==> src/rtl/apb_slave_mem_pkg.sv <==
// Shared definitions for the APB register-file completer: bus widths,
// wait-counter sizing and the transfer-phase encoding that the bus master
// in this codebase uses as well.
package apb_slave_mem_pkg;

    // Default slave-local bus widths (bus address bit 8 is decoded by the master).
    localparam int APB_ADDR_WIDTH = 8;
    localparam int APB_DATA_WIDTH = 8;

    // The wait counter is 4 bits, so at most 15 stretched ACCESS cycles.
    localparam int WAIT_CNT_WIDTH  = 4;
    localparam int WAIT_STATES_MAX = (1 << WAIT_CNT_WIDTH) - 1;

    // Transfer phases. The master calls the ACCESS phase ENABLE; the
    // encoding is the same value (2'b10).
    typedef enum logic [1:0] {
        ST_IDLE   = 2'b00,
        ST_SETUP  = 2'b01,
        ST_ACCESS = 2'b10
    } apbState_t;

    // Number of index bits needed to address a memory of the given depth.
    function automatic int memIndexWidth(input int depth);
        return (depth > 1) ? $clog2(depth) : 1;
    endfunction

endpackage

==> src/rtl/apb_slave_mem_if.sv <==
// APB bus bundle between the codebase master and one completer.
// The master drives select/enable/address/data; the completer answers
// with ready, read data and the error flag.
interface apb_slave_mem_if
    import apb_slave_mem_pkg::*;
#(
    parameter int ADDR_WIDTH = APB_ADDR_WIDTH,
    parameter int DATA_WIDTH = APB_DATA_WIDTH
);

    logic                  psel;
    logic                  penable;
    logic                  pwrite;
    logic [ADDR_WIDTH-1:0] paddr;
    logic [DATA_WIDTH-1:0] pwdata;
    logic                  pready;
    logic [DATA_WIDTH-1:0] prdata;
    logic                  pslverr;

    // Requester side of the bus.
    modport master (
        output psel,
        output penable,
        output pwrite,
        output paddr,
        output pwdata,
        input  pready,
        input  prdata,
        input  pslverr
    );

    // Completer side of the bus.
    modport slave (
        input  psel,
        input  penable,
        input  pwrite,
        input  paddr,
        input  pwdata,
        output pready,
        output prdata,
        output pslverr
    );

endinterface

==> src/rtl/apb_slave_mem.sv <==
// APB completer backed by a reset-clearable flop-array register file.
// The transfer is captured while the bus is in SETUP, the ACCESS phase is
// stretched by WAIT_STATES cycles of pready low, and addresses at or beyond
// MEM_DEPTH complete with pslverr instead of touching memory.
module apb_slave_mem
    import apb_slave_mem_pkg::*;
#(
    parameter int ADDR_WIDTH  = APB_ADDR_WIDTH,
    parameter int DATA_WIDTH  = APB_DATA_WIDTH,
    parameter int MEM_DEPTH   = 64,
    parameter int WAIT_STATES = 1
) (
    input  logic           pclk,
    input  logic           presetn,
    apb_slave_mem_if.slave bus
);

    localparam int IDX_WIDTH = memIndexWidth(MEM_DEPTH);
    localparam logic [WAIT_CNT_WIDTH-1:0] WAIT_LIMIT = WAIT_CNT_WIDTH'(WAIT_STATES);

    // The wait counter cannot represent more than 15 stretched cycles, and
    // the memory index is a slice of the slave-local address.
    if (WAIT_STATES < 0 || WAIT_STATES > WAIT_STATES_MAX) begin : gBadWaitStates
        $error("apb_slave_mem: WAIT_STATES must be in 0..15");
    end
    if (IDX_WIDTH > ADDR_WIDTH) begin : gBadDepth
        $error("apb_slave_mem: MEM_DEPTH exceeds the slave address space");
    end

    apbState_t                 state_q;
    apbState_t                 phase;
    logic [WAIT_CNT_WIDTH-1:0] waitCnt_q;
    logic [IDX_WIDTH-1:0]      addr_q;
    logic                      wr_q;
    logic [DATA_WIDTH-1:0]     wd_q;
    logic                      err_q;
    logic [DATA_WIDTH-1:0]     mem_q [MEM_DEPTH];

    logic setupErr;
    logic complete;
    logic commit;

    // An address is in range only below MEM_DEPTH; one extra bit keeps the
    // compare exact even when MEM_DEPTH equals the full address space.
    assign setupErr = ({1'b0, bus.paddr} >= (ADDR_WIDTH + 1)'(MEM_DEPTH));

    // The master drops psel and zeroes paddr/pwdata once it enters ENABLE,
    // so the transfer must be captured on the edge that closes the bus SETUP
    // cycle. The registered state only records IDLE or ACCESS; the SETUP
    // phase is recognised from the bus itself whenever no ACCESS is under
    // way. This is also what lets a completion flow straight into the next
    // SETUP with no idle cycle in between. penable without a preceding
    // SETUP is simply not a SETUP, so it is ignored.
    always_comb begin
        phase = ST_IDLE;
        if (state_q == ST_ACCESS) begin
            phase = ST_ACCESS;
        end else if (bus.psel && !bus.penable) begin
            phase = ST_SETUP;
        end
    end

    // Completion: ACCESS still enabled and all wait states used up.
    // Writes only land when the captured address was in range.
    assign complete = (state_q == ST_ACCESS) && bus.penable && (waitCnt_q == WAIT_LIMIT);
    assign commit   = complete && wr_q && !err_q;

    // Transfer FSM: capture in SETUP, count wait states in ACCESS, drop the
    // transfer silently if penable falls early. During ACCESS only the
    // captured copies are used; the live bus address/data are ignored.
    always_ff @(posedge pclk or negedge presetn) begin
        if (!presetn) begin
            state_q   <= ST_IDLE;
            waitCnt_q <= '0;
            addr_q    <= '0;
            wr_q      <= 1'b0;
            wd_q      <= '0;
            err_q     <= 1'b0;
        end else begin
            case (phase)
                ST_SETUP: begin
                    addr_q    <= bus.paddr[IDX_WIDTH-1:0];
                    wr_q      <= bus.pwrite;
                    wd_q      <= bus.pwdata;
                    err_q     <= setupErr;
                    waitCnt_q <= '0;
                    state_q   <= ST_ACCESS;
                end
                ST_ACCESS: begin
                    if (!bus.penable) begin
                        state_q <= ST_IDLE;
                    end else if (waitCnt_q != WAIT_LIMIT) begin
                        waitCnt_q <= waitCnt_q + WAIT_CNT_WIDTH'(1);
                    end else begin
                        state_q <= ST_IDLE;
                    end
                end
                default: begin
                    state_q <= ST_IDLE;
                end
            endcase
        end
    end

    // Register file: cleared by reset, written on the edge that ends a
    // successful write completion. Because this happens before the next
    // SETUP is captured, a back-to-back read sees the new value.
    always_ff @(posedge pclk or negedge presetn) begin
        if (!presetn) begin
            for (int i = 0; i < MEM_DEPTH; i++) begin
                mem_q[i] <= '0;
            end
        end else if (commit) begin
            mem_q[addr_q] <= wd_q;
        end
    end

    // Responses are combinational from the ACCESS state so that pready
    // appears in the completion cycle itself. Read data is forced to zero
    // outside a successful read completion, including errored reads.
    assign bus.pready  = complete;
    assign bus.pslverr = complete && err_q;
    assign bus.prdata  = (complete && !wr_q && !err_q) ? mem_q[addr_q] : '0;

endmodule

==> src/flat_wrapper.sv <==
// flat-port wrapper written by rule: the top's interface ports become plain ports
module apb_slave_mem_flat import apb_slave_mem_pkg::*;
#(
    parameter int ADDR_WIDTH  = APB_ADDR_WIDTH,
    parameter int DATA_WIDTH  = APB_DATA_WIDTH,
    parameter int MEM_DEPTH   = 64,
    parameter int WAIT_STATES = 1
)
  (pclk, presetn, bus_psel, bus_penable, bus_pwrite, bus_paddr, bus_pwdata, bus_pready, bus_prdata, bus_pslverr);
  apb_slave_mem_if #(.ADDR_WIDTH(ADDR_WIDTH), .DATA_WIDTH(DATA_WIDTH)) bus_i ();
  input  logic pclk;
  input  logic presetn;
  input wire logic [$bits(bus_i.psel)-1:0] bus_psel;
  input wire logic [$bits(bus_i.penable)-1:0] bus_penable;
  input wire logic [$bits(bus_i.pwrite)-1:0] bus_pwrite;
  input wire logic [$bits(bus_i.paddr)-1:0] bus_paddr;
  input wire logic [$bits(bus_i.pwdata)-1:0] bus_pwdata;
  output wire logic [$bits(bus_i.pready)-1:0] bus_pready;
  output wire logic [$bits(bus_i.prdata)-1:0] bus_prdata;
  output wire logic [$bits(bus_i.pslverr)-1:0] bus_pslverr;
  assign bus_i.psel = bus_psel;
  assign bus_i.penable = bus_penable;
  assign bus_i.pwrite = bus_pwrite;
  assign bus_i.paddr = bus_paddr;
  assign bus_i.pwdata = bus_pwdata;
  assign bus_pready = bus_i.pready;
  assign bus_prdata = bus_i.prdata;
  assign bus_pslverr = bus_i.pslverr;
  apb_slave_mem #(.ADDR_WIDTH(ADDR_WIDTH), .DATA_WIDTH(DATA_WIDTH), .MEM_DEPTH(MEM_DEPTH), .WAIT_STATES(WAIT_STATES)) u_core (.pclk(pclk), .presetn(presetn), .bus(bus_i));
endmodule
==> config.mk <==
export PLATFORM = sky130hd
export DESIGN_NAME = apb_slave_mem_flat
export DESIGN_NICKNAME = d
export VERILOG_FILES = /design/src/rtl/apb_slave_mem_pkg.sv /design/src/rtl/apb_slave_mem_if.sv /design/src/rtl/apb_slave_mem.sv /design/src/flat_wrapper.sv
export SDC_FILE = /design/constraint.sdc
export NUM_CORES = 1
export LEC_CHECK = 0
export CAP_MARGIN = 15
export CORE_MARGIN = 2
export CORE_UTILIZATION = 48
export CTS_BUF_LIST = sky130_fd_sc_hd__clkbuf_4 sky130_fd_sc_hd__clkbuf_8 sky130_fd_sc_hd__clkbuf_16
export CTS_CLUSTER_DIAMETER = 200
export DETAILED_ROUTE_END_ITERATION = 8
export GPL_ROUTABILITY_DRIVEN = 0
export HOLD_SLACK_MARGIN = 0.15
export PLACE_DENSITY = 0.64
export REMOVE_ABC_BUFFERS = 1
export SYNTH_ARGS = -nofsm -noshare
export SYNTH_HDL_FRONTEND = slang
export SYNTH_SLANG_ARGS = --single-unit
export TNS_END_PERCENT = 100
==> constraint.sdc <==
create_clock -name pclk -period 5.2 [get_ports pclk]
set_input_delay 1.04 -clock pclk [delete_from_list [all_inputs] [get_ports pclk]]
set_output_delay 1.04 -clock pclk [all_outputs]
set_load 0.02 [all_outputs]
==> run summary <==
Total wire length: 67900 um
Area of the core: 50000 um^2
CP Max Fanout: 19
Reg clk slew, reported paths: 0.06 ns
Initial drt markers: 1301
Fin crit share: 97.0%
DR vias: 15900
Clock group share of total power: 40.5%
Post-CTS resize count: 0
Clock Latency Late Sink: 0.61 ns
Switching pwr: 3.11 mW
Seq/Total Area, Yosys: 55.0%
Synth Warn #: 0
CP endpoint kind: output port
Final setup viols: 0
R2R setup slack: 1.69 ns
Multi-input gate area: 10400 um^2
Initial antenna violation count: 0
Worst-Margin Slew: 1.01 ns
CTS buffer count: 57
Layout cell share with drive strength beyond 1: 45.3%
Clk buf depth: 3
H-Tree Depth: 2
Number of flops mapped to enable cells by yosys: 0
Postcts setup bufs: 0
Worst Path Required: 4.16 ns
Area growth syn-to-layout: 13.5%
Reg2Reg Depth: 7
Met3 Use GR: 4.14%
Remaining antenna violation count: 0
RSZ-0062 raised after global routing: no
Met1 Track Usage GR: 36.7%
WS Path Type: reg -> out
CP max stage delay: 0.71 ns
Pint: 7.23 mW
Synth Flop Type: dfrtp_1
Fillers: 4130
# rows: 82
TritonCTS clock tree: yes
Mapped cell area: 24200 um^2
Final nets: 1821
First-pass GRT wire length: 105000 um
Clock Sinks: 533
Setup ws final: 0.154 ns
Setup WS pre-CTS: 0.646 ns
Grt met2 use: 41.8%
DR DRC count: 0
Maxcap violations: 0
Worst EP arrival: 4.01 ns
Hold Crit Class: in -> async
Max Clock Skew: 0.0195 ns
Wire per inst: 27.0 um
Busiest grt layer: met2
CP dominant cell by count: buf_4
Peak VDD IR: 0.250 mV
Leak: 13.3 nW
Worst setup path startpoint: u_core.addr_q[0]$_DFFE_PN0P_
Cell Pwr Density: 376 nW/um^2
Design Power: 10.3 mW
Count of final hold-check violations: 0
Hold-fix buffers, CTS: 0
Yosys cell types: 58
TritonRoute pass-1 iters: 5
IO buf count: 30
Syn avg cell area: 13.6 um^2
FF-to-FF Start: u_core.waitCnt_q[0]$_DFFE_PN0P_
Critical-path cell list: nor2b_2 -> buf_4 -> buf_4 -> a22oi_1 -> o22ai_1 -> a222oi_1 -> o311a_1 -> a41oi_1 -> clkdlybuf4s50_1
Total placed cells including tap cells: 2411
Die width: 229 um
Gr usage total: 26.3%
Flop pwr share: 42.3%
FF-to-FF End: u_core.mem_q[30]$_DFFE_PN0P_
Cells after Synth: 1783
Hpwl dp: 43300 um
Outcome: finished, final reports clean
Crit path max-delay cell type: clkdlybuf4s50_1
Critical Path End: bus_prdata[5]
Slew margin rel.: 32.3%
Comb power frac: 17.2%
Period minus WS final: 5.05 ns
Ys async rst share: 100%
Switching Share: 30.1%
ANT cells: 0
Non-filler cells, final: 2517
# IOs: 31
Synth Register Bits: 533
Vias in the first global route: 16500
Root buf cell: clkbuf_16
Setup tns final: 0 ns
DR vias/cell: 6.31
Max Freq: 0.198 GHz
Die area: 52300 um^2
Critical path startpoint category: flip-flop
Seq. cell area: 13400 um^2
Largest net degree at the start of global routing: 110
Initial Utilization: 48.5%
Slew Limit Fails: 0
Die height: 229 um
Grt total ovfl: 0
cell type report:
type                       count  area share, %
clock buffer                  94           6.73
multi-input combinational   1101           37.8
tap                          672           3.06
sequential                   533           48.5
inverter                       4         0.0546
clock inverter                12          0.432
timing repair buffer         101           3.41
routing by layer:
metal	part of all wire (%)	vias to the layer above
met4	3.5	0
met5	0	-
met1	44	8455
li1	-	6742
met2	47	549
met3	5.6	129
cell families after synthesis:
| family | share of synthesized area (%) |
|---|---|
| AOI/OAI and AO/OA | 9.19 |
| xor gates and xnor gates | 0.0361 |
| adders and majority gates | 0.103 |
| buffers and inverters | 2.36 |
| DFF | 55.0 |
| muxes | 28.6 |
| and+or+nand+nor | 4.65 |
cells in the final DEF, fill, tap and decap left out, types with 8 or more instances in the layout:
cell type / instances
a22oi_1: 48
clkbuf_8: 18
clkbuf_16: 59
o22ai_1: 20
dfrtp_1: 522
clkbuf_4: 17
nand2_2: 64
nand2_1: 30
mux2i_1: 27
nor3_1: 11
buf_12: 8
a221oi_1: 112
mux4_2: 29
mux2_2: 520
nor2_1: 54
dfrtp_2: 9
a21oi_1: 31
o21ai_0: 39
clkdlybuf4s50_1: 29
buf_4: 63
a22o_1: 8
worst max-delay path: cells and delay by family, from the launching register on:
family | cells | cell delay, ns
buffers and inverters | 3 | 1.39
AOI/OAI and AO/OA | 5 | 1.14
DFF | 1 | 0.53
and+or+nand+nor | 1 | 0.33
worst min-delay path by stage:
stage / startpoint / endpoint / slack [ns] / cells after the start
6_report: presetn / u_core.mem_q[252]$_DFFE_PN0P_ / 0.50 / 1
5_1_grt: u_core.mem_q[291]$_DFFE_PN0P_ / u_core.mem_q[291]$_DFFE_PN0P_ / 0.51 / 1
4_1_cts: u_core.mem_q[479]$_DFFE_PN0P_ / u_core.mem_q[479]$_DFFE_PN0P_ / 0.50 / 1
3_5_place_dp: u_core.mem_q[479]$_DFFE_PN0P_ / u_core.mem_q[479]$_DFFE_PN0P_ / 0.49 / 1
3_3_place_gp: u_core.mem_q[127]$_DFFE_PN0P_ / u_core.mem_q[127]$_DFFE_PN0P_ / 0.47 / 1
2_1_floorplan: u_core.mem_q[127]$_DFFE_PN0P_ / u_core.mem_q[127]$_DFFE_PN0P_ / 0.46 / 1
cells in the mapped netlist (7+ instances only):
cell / n / area (um^2)
a21oi_1: 31 / 155
a221oi_1: 112 / 981
a22o_1: 8 / 70.1
a22oi_1: 48 / 360
buf_1: 10 / 37.5
buf_2: 9 / 45.0
clkbuf_1: 125 / 469
dfrtp_1: 533 / 13300
mux2_2: 520 / 5860
mux2_4: 7 / 105
mux2i_1: 27 / 270
mux4_2: 29 / 653
nand2_1: 30 / 113
nand2_2: 64 / 400
nor2_1: 56 / 210
nor3_1: 13 / 65.1
o21ai_0: 39 / 195
o22ai_1: 20 / 125
power by group through the flow:
stage / Combinational, mW / Sequential, mW / Clock [mW]
final: 1.78 / 4.37 / 4.19
after global routing: 1.90 / 4.38 / 4.44
after CTS: 1.77 / 4.37 / 4.26
after detailed placement: 1.77 / 4.45 / 0
after global placement: 1.75 / 4.44 / 0
after floorplan: 0.679 / 4.58 / 0
flip-flops by register name, indices dropped and copies added (netlist names):
| signal | cells |
|---|---|
| u_core.mem_q | 512 |
| u_core.wd_q | 8 |
| u_core.addr_q | 6 |
| u_core.waitCnt_q | 4 |
| u_core.err_q | 1 |
| u_core.state_q | 1 |
| u_core.wr_q | 1 |
stage by stage:
stage                     utilization (%)  area, um^2  hold WS, ns
after floorplan                         -       23700        0.460
after global placement               51.1       25500        0.473
after detailed placement             51.1       25500        0.486
after CTS                            55.1       27500        0.499
after global routing                 55.1       27500        0.510
final                                55.1       27500        0.499
Note: power is estimated with default switching activity, not from simulation.
